File: config.mk
export PLATFORM = sky130hd
export DESIGN_NAME = mem_arbiter_rr2
export DESIGN_NICKNAME = d
export VERILOG_FILES = /design/src/rtl/mem_arbiter_rr2.sv
export SDC_FILE = /design/constraint.sdc
export NUM_CORES = 1
export LEC_CHECK = 0
export CAP_MARGIN = 20
export CORE_AREA = 2 2 121 123
export CTS_CLUSTER_DIAMETER = 150
export DETAILED_ROUTE_END_ITERATION = 7
export DIE_AREA = 0 0 123 125
export PLACE_DENSITY = 0.56
export SLEW_MARGIN = 20
export SYNTH_ARGS = -nofsm -noshare
export SYNTH_HDL_FRONTEND = slang
export SYNTH_SLANG_ARGS = --single-unit
File: constraint.sdc
create_clock -name clk -period 2.7 [get_ports clk]
set_input_delay 0.54 -clock clk [delete_from_list [all_inputs] [get_ports clk]]
set_output_delay 0.54 -clock clk [all_outputs]
set_load 0.02 [all_outputs]
File: src/rtl/mem_arbiter_rr2.sv
// mem_arbiter_rr2: two-master round-robin arbiter for the picorv32 native memory bus with a per-transaction watchdog
module mem_arbiter_rr2 #(
  parameter int unsigned TIMEOUT = 255,
  parameter logic [31:0] TIMEOUT_RDATA = 32'hDEAD_BEEF
) (
  input  logic        clk,
  input  logic        resetn,
  input  logic        m0_mem_valid,
  input  logic        m0_mem_instr,
  input  logic [31:0] m0_mem_addr,
  input  logic [31:0] m0_mem_wdata,
  input  logic [3:0]  m0_mem_wstrb,
  output logic        m0_mem_ready,
  output logic [31:0] m0_mem_rdata,
  input  logic        m1_mem_valid,
  input  logic        m1_mem_instr,
  input  logic [31:0] m1_mem_addr,
  input  logic [31:0] m1_mem_wdata,
  input  logic [3:0]  m1_mem_wstrb,
  output logic        m1_mem_ready,
  output logic [31:0] m1_mem_rdata,
  output logic        mem_valid,
  output logic        mem_instr,
  output logic [31:0] mem_addr,
  output logic [31:0] mem_wdata,
  output logic [3:0]  mem_wstrb,
  input  logic        mem_ready,
  input  logic [31:0] mem_rdata,
  output logic [1:0]  grant,
  output logic        timeout_err
);
  localparam int WDW = TIMEOUT == 0 ? 1 : $clog2(TIMEOUT + 1);
  typedef enum logic [1:0] {IDLE, OWN0, OWN1} state_t;
  state_t state, state_n;
  logic last, last_n;
  logic [WDW-1:0] wd, wd_n;
  logic own0, own1, cur_valid, other_valid, abort, done;
  assign own0 = state == OWN0;
  assign own1 = state == OWN1;
  assign cur_valid = (own0 & m0_mem_valid) | (own1 & m1_mem_valid);
  assign other_valid = (own0 & m1_mem_valid) | (own1 & m0_mem_valid);
  assign abort = (TIMEOUT != 0) && cur_valid && wd == WDW'(TIMEOUT) && !mem_ready;
  assign done = cur_valid & (mem_ready | abort);
  // state, round-robin pointer, watchdog and sticky error registers
  always_ff @(posedge clk) begin
    if (!resetn) begin
      state <= IDLE;
      last <= 1'b1;
      wd <= '0;
      timeout_err <= 1'b0;
    end else begin
      state <= state_n;
      last <= last_n;
      wd <= wd_n;
      timeout_err <= timeout_err | abort;
    end
  end
  // next owner: tie goes to the master not served last; hand over without a bubble on completion
  always_comb begin
    state_n = state;
    last_n = last;
    wd_n = '0;
    if (state == IDLE)
      state_n = (m0_mem_valid & m1_mem_valid) ? (last ? OWN0 : OWN1) :
                m0_mem_valid ? OWN0 : m1_mem_valid ? OWN1 : IDLE;
    else if (done) begin
      state_n = other_valid ? (own0 ? OWN1 : OWN0) : IDLE;
      last_n = own1;
    end else if (!cur_valid)
      state_n = IDLE;
    else
      wd_n = wd == WDW'(TIMEOUT) ? wd : wd + WDW'(1);
  end
  // datapath mux toward the slave and completion routing back to the owner
  always_comb begin
    grant = {own1, own0};
    mem_valid = cur_valid & ~abort;
    mem_instr = own0 ? m0_mem_instr : own1 ? m1_mem_instr : 1'b0;
    mem_addr = own0 ? m0_mem_addr : own1 ? m1_mem_addr : '0;
    mem_wdata = own0 ? m0_mem_wdata : own1 ? m1_mem_wdata : '0;
    mem_wstrb = own0 ? m0_mem_wstrb : own1 ? m1_mem_wstrb : '0;
    m0_mem_ready = own0 & done;
    m1_mem_ready = own1 & done;
    m0_mem_rdata = own0 ? (abort ? TIMEOUT_RDATA : mem_rdata) : '0;
    m1_mem_rdata = own1 ? (abort ? TIMEOUT_RDATA : mem_rdata) : '0;
  end
endmodule
==> flow_summary.yaml <==
timing:
  holdWs_ns: 0.4899
  timing.slew.headroom: 0.7945
  tightest_slew_ns: 0.3082
  finalHoldViolations: 0
  report.final.slew_viol_count: 0
  clock.fmax_ghz: 0.3876
  post-route-min-period_ns: 2.580
  setup-violations-final: 0
  final.setup_skew_ns: 0.002651
  crit_share_post_route: 0.9556
  grt_setup_unrepaired: "false"
pwr:
  internal_power_uw: 879.0
  switching_share: 0.3485
  power.combinational.fraction: 0.667
  p_leak_uw: 0.002210
  power.clock.fraction: 0.194
  power.total_uw: 1349
  vdd.ir_drop.worst_uv: 299.3
  switchingPower_uw: 470.2
  power_share_of_the_sequential_group: 0.138
  pwr_cell_area_nw_per_um2: 252.6
yosys:
  synth.yosys.seq_area_share: 0.1418
  yosys_reg_bits: 12
  synth_top_cell_area_share: 0.3567
  syn_inst: 253
  synth_cell_types: 33
  synthesized_area_divided_by_synthesized_cell_count_um2: 6.696
  synth_nets: 429
  synth-warning-count: 0
  synth.top_cells.by_area: "sky130_fd_sc_hd__a22o_1 36%, sky130_fd_sc_hd__nor2_1 19%, sky130_fd_sc_hd__dfxtp_1 14%"
  syn-cell-area_um2: 1694
  post-synth-top-area-cell: "sky130_fd_sc_hd__a22o_1"
flow_run:
  cap_viol_max_count: 0
global_route:
  grt_pass1_wl_um: 19180
  antenna_found_initial: 1
  grt_pass1_vias: 3154
  largest_net_degree_at_the_start_of_global_routing: 53
  globalRouteTotalUtil: 0.1619
  gr-total-overflow: 0
setup_path:
  critPathKind: "in -> out"
  worst_setup_path_end_kind: "output pin"
  crit_fanout: 17
  start_kind: "input port"
  crit_arrival_ns: 2.04
  crit_required_ns: 2.16
floorplan:
  core-area_um2: 14200
  die_h_um: 125
  pin_count: 314
  die-width_um: 123
  start_util: 0.1193
  fp-row-count: 44
  design.die.area_um2: 15380
cells_and_area:
  n_fill_cell: 1457
  final_common_cell: "sky130_fd_sc_hd__clkdlybuf4s50_1"
  fin_util: 0.3760
  finalInstanceArea_um2: 5340
  finalNetCount: 759
  mostFrequentLayoutCells: "237 x sky130_fd_sc_hd__clkdlybuf4s50_1, 84 x sky130_fd_sc_hd__nor2_1, 69 x sky130_fd_sc_hd__a22o_1"
  post_route_cells_drive_above_1_share: 0.1859
  finalNonFillerCells: 766
  area_delta_synth_final_pct: 215.2
cts:
  clkTransAtPathRegs_ns: 0.04
  htree_levels: 1
  clock_insertion_delay_at_the_later_pin_of_the_skew_report_ns: 0.24
  cts_made_buffers: 3
  hold_buffers: 0
  cts.sinks: 12
  tritoncts: "built"
  clk_tree_root_cell: "sky130_fd_sc_hd__clkbuf_16"
  cts_max_path_buffers: 2
placement:
  gp_congestion: 0.8150
  placedInstanceArea_um2: 5243
  detailedPlacementHpwl_um: 11320
  buffer_ports.inserted: 313
  numPlacedInstances: 755
route:
  via_count: 3291
  antenna_violating_nets_post_route: 0
  drt_pre_antenna_iters: 4
  routed_via_density: 4.296
  drt_first_iter_violations: 145
  wirelength_um: 14020
  remaining_drc_errors: 0
  detail_routed_net_length_per_standard_cell_um: 18.30
worst_hold_path:
  worst_hold_path_type: "reg -> reg"
status:
  result_of_the_run: "complete, no violations"
cells by family after synthesis:
logic type / Yosys count / share of synthesized area
simple gates: 123 / 0.3227
buf+inv: 28 / 0.06795
fa+ha+maj: 1 / 0.007384
flops: 12 / 0.1418
compound gates: 84 / 0.4343
xor+xnor: 5 / 0.02585
power groups by stage:
stage	Sequential, µW	Clock [µW]	Combinational [µW]
6_report	187	262	900
4_1_cts	185	270	903
3_5_place_dp	188	0	923
5_1_grt	187	275	946
3_3_place_gp	188	0	921
2_1_floorplan	187	0	340
critical path, stage by stage:
cell and delay [ns]:
sky130_fd_sc_hd__dlygate4sd2_1 0.21, sky130_fd_sc_hd__nand3b_1 0.15, sky130_fd_sc_hd__a2111oi_4 0.35, sky130_fd_sc_hd__buf_4 0.18, sky130_fd_sc_hd__buf_12 0.14, sky130_fd_sc_hd__nor2_1 0.06, sky130_fd_sc_hd__nor2_1 0.09, sky130_fd_sc_hd__clkdlybuf4s15_1 0.32
synthesized netlist by cell type:
cell type and n:
sky130_fd_sc_hd__ha_1 1, sky130_fd_sc_hd__a211o_1 1, sky130_fd_sc_hd__o21a_1 2, sky130_fd_sc_hd__and4_1 1, sky130_fd_sc_hd__and3_1 2, sky130_fd_sc_hd__or3_1 1
sky130_fd_sc_hd__dfxtp_1 12, sky130_fd_sc_hd__a211oi_1 1, sky130_fd_sc_hd__o311a_1 2, sky130_fd_sc_hd__clkbuf_1 20, sky130_fd_sc_hd__a2111oi_4 1, sky130_fd_sc_hd__nand3b_1 3
sky130_fd_sc_hd__o21ai_0 2, sky130_fd_sc_hd__o31ai_1 1, sky130_fd_sc_hd__a41oi_1 2, sky130_fd_sc_hd__a21oi_1 2, sky130_fd_sc_hd__or2_2 1, sky130_fd_sc_hd__nand3_1 2
sky130_fd_sc_hd__nand2b_1 2, sky130_fd_sc_hd__and2_1 17, sky130_fd_sc_hd__xnor2_1 1, sky130_fd_sc_hd__nor3_1 1, sky130_fd_sc_hd__inv_1 2, sky130_fd_sc_hd__inv_2 2
sky130_fd_sc_hd__buf_4 2, sky130_fd_sc_hd__nor2b_1 1, sky130_fd_sc_hd__nand4_1 2, sky130_fd_sc_hd__nor2_1 86, sky130_fd_sc_hd__buf_2 2, sky130_fd_sc_hd__a21o_1 1
sky130_fd_sc_hd__a22o_1 69, sky130_fd_sc_hd__nand2_1 4, sky130_fd_sc_hd__xor2_1 4
what timing repair did:
action	CTS	global route
gates cloned	1	1
setup endpoints to repair	126	103
buffers inserted	3	2
pin swaps	4	2
gates resized for setup	220	13
worst paths after layout:
path / start / end / slack, ns / depth (start not counted)
worst min-delay path: timeout_err / timeout_err / 0.49 / 2
worst max-delay path: m0_mem_valid / m0_mem_rdata[5] / 0.12 / 8
worst max register to register: state[0] / wd[5] / 0.94 / 6
worst min register to register: timeout_err / timeout_err / 0.49 / 2
metal layers:
metal	track usage	vias to the layer above	part of all wire
li1	-	1582	-
met1	0.2033	1548	0.41
met2	0.2948	155	0.50
met3	0.02737	6	0.086
met4	0.01872	0	0.0088
met5	0	-	0
cell type report:
cell class              count  area (µm²)  area share
repair buffers            348        3388      0.6345
multi-input cells         213        1374      0.2573
flip-flops and latches     12       245.2     0.04592
well taps                 184       230.2     0.04311
clock buffers               3       75.07     0.01406
inverters                   4       20.02    0.003749
repair inverters            1       5.005   0.0009372
diodes                      1       2.502   0.0004686
through the flow:
stage	worst slack, ns	setup TNS (ns)
final	0.1198	0
after global routing	0.02590	0
after CTS	0.005242	0
after detailed placement	-0.5536	-31.71
after global placement	-0.5001	-28.89
after floorplan	0.2531	0
sequential cells by signal, indices dropped and copies added (netlist names):
| register | flops |
|---|---|
| wd | 8 |
| last | 1 |
| state | 2 |
| timeout_err | 1 |
No activity file was read; power rests on OpenSTA's default activity.
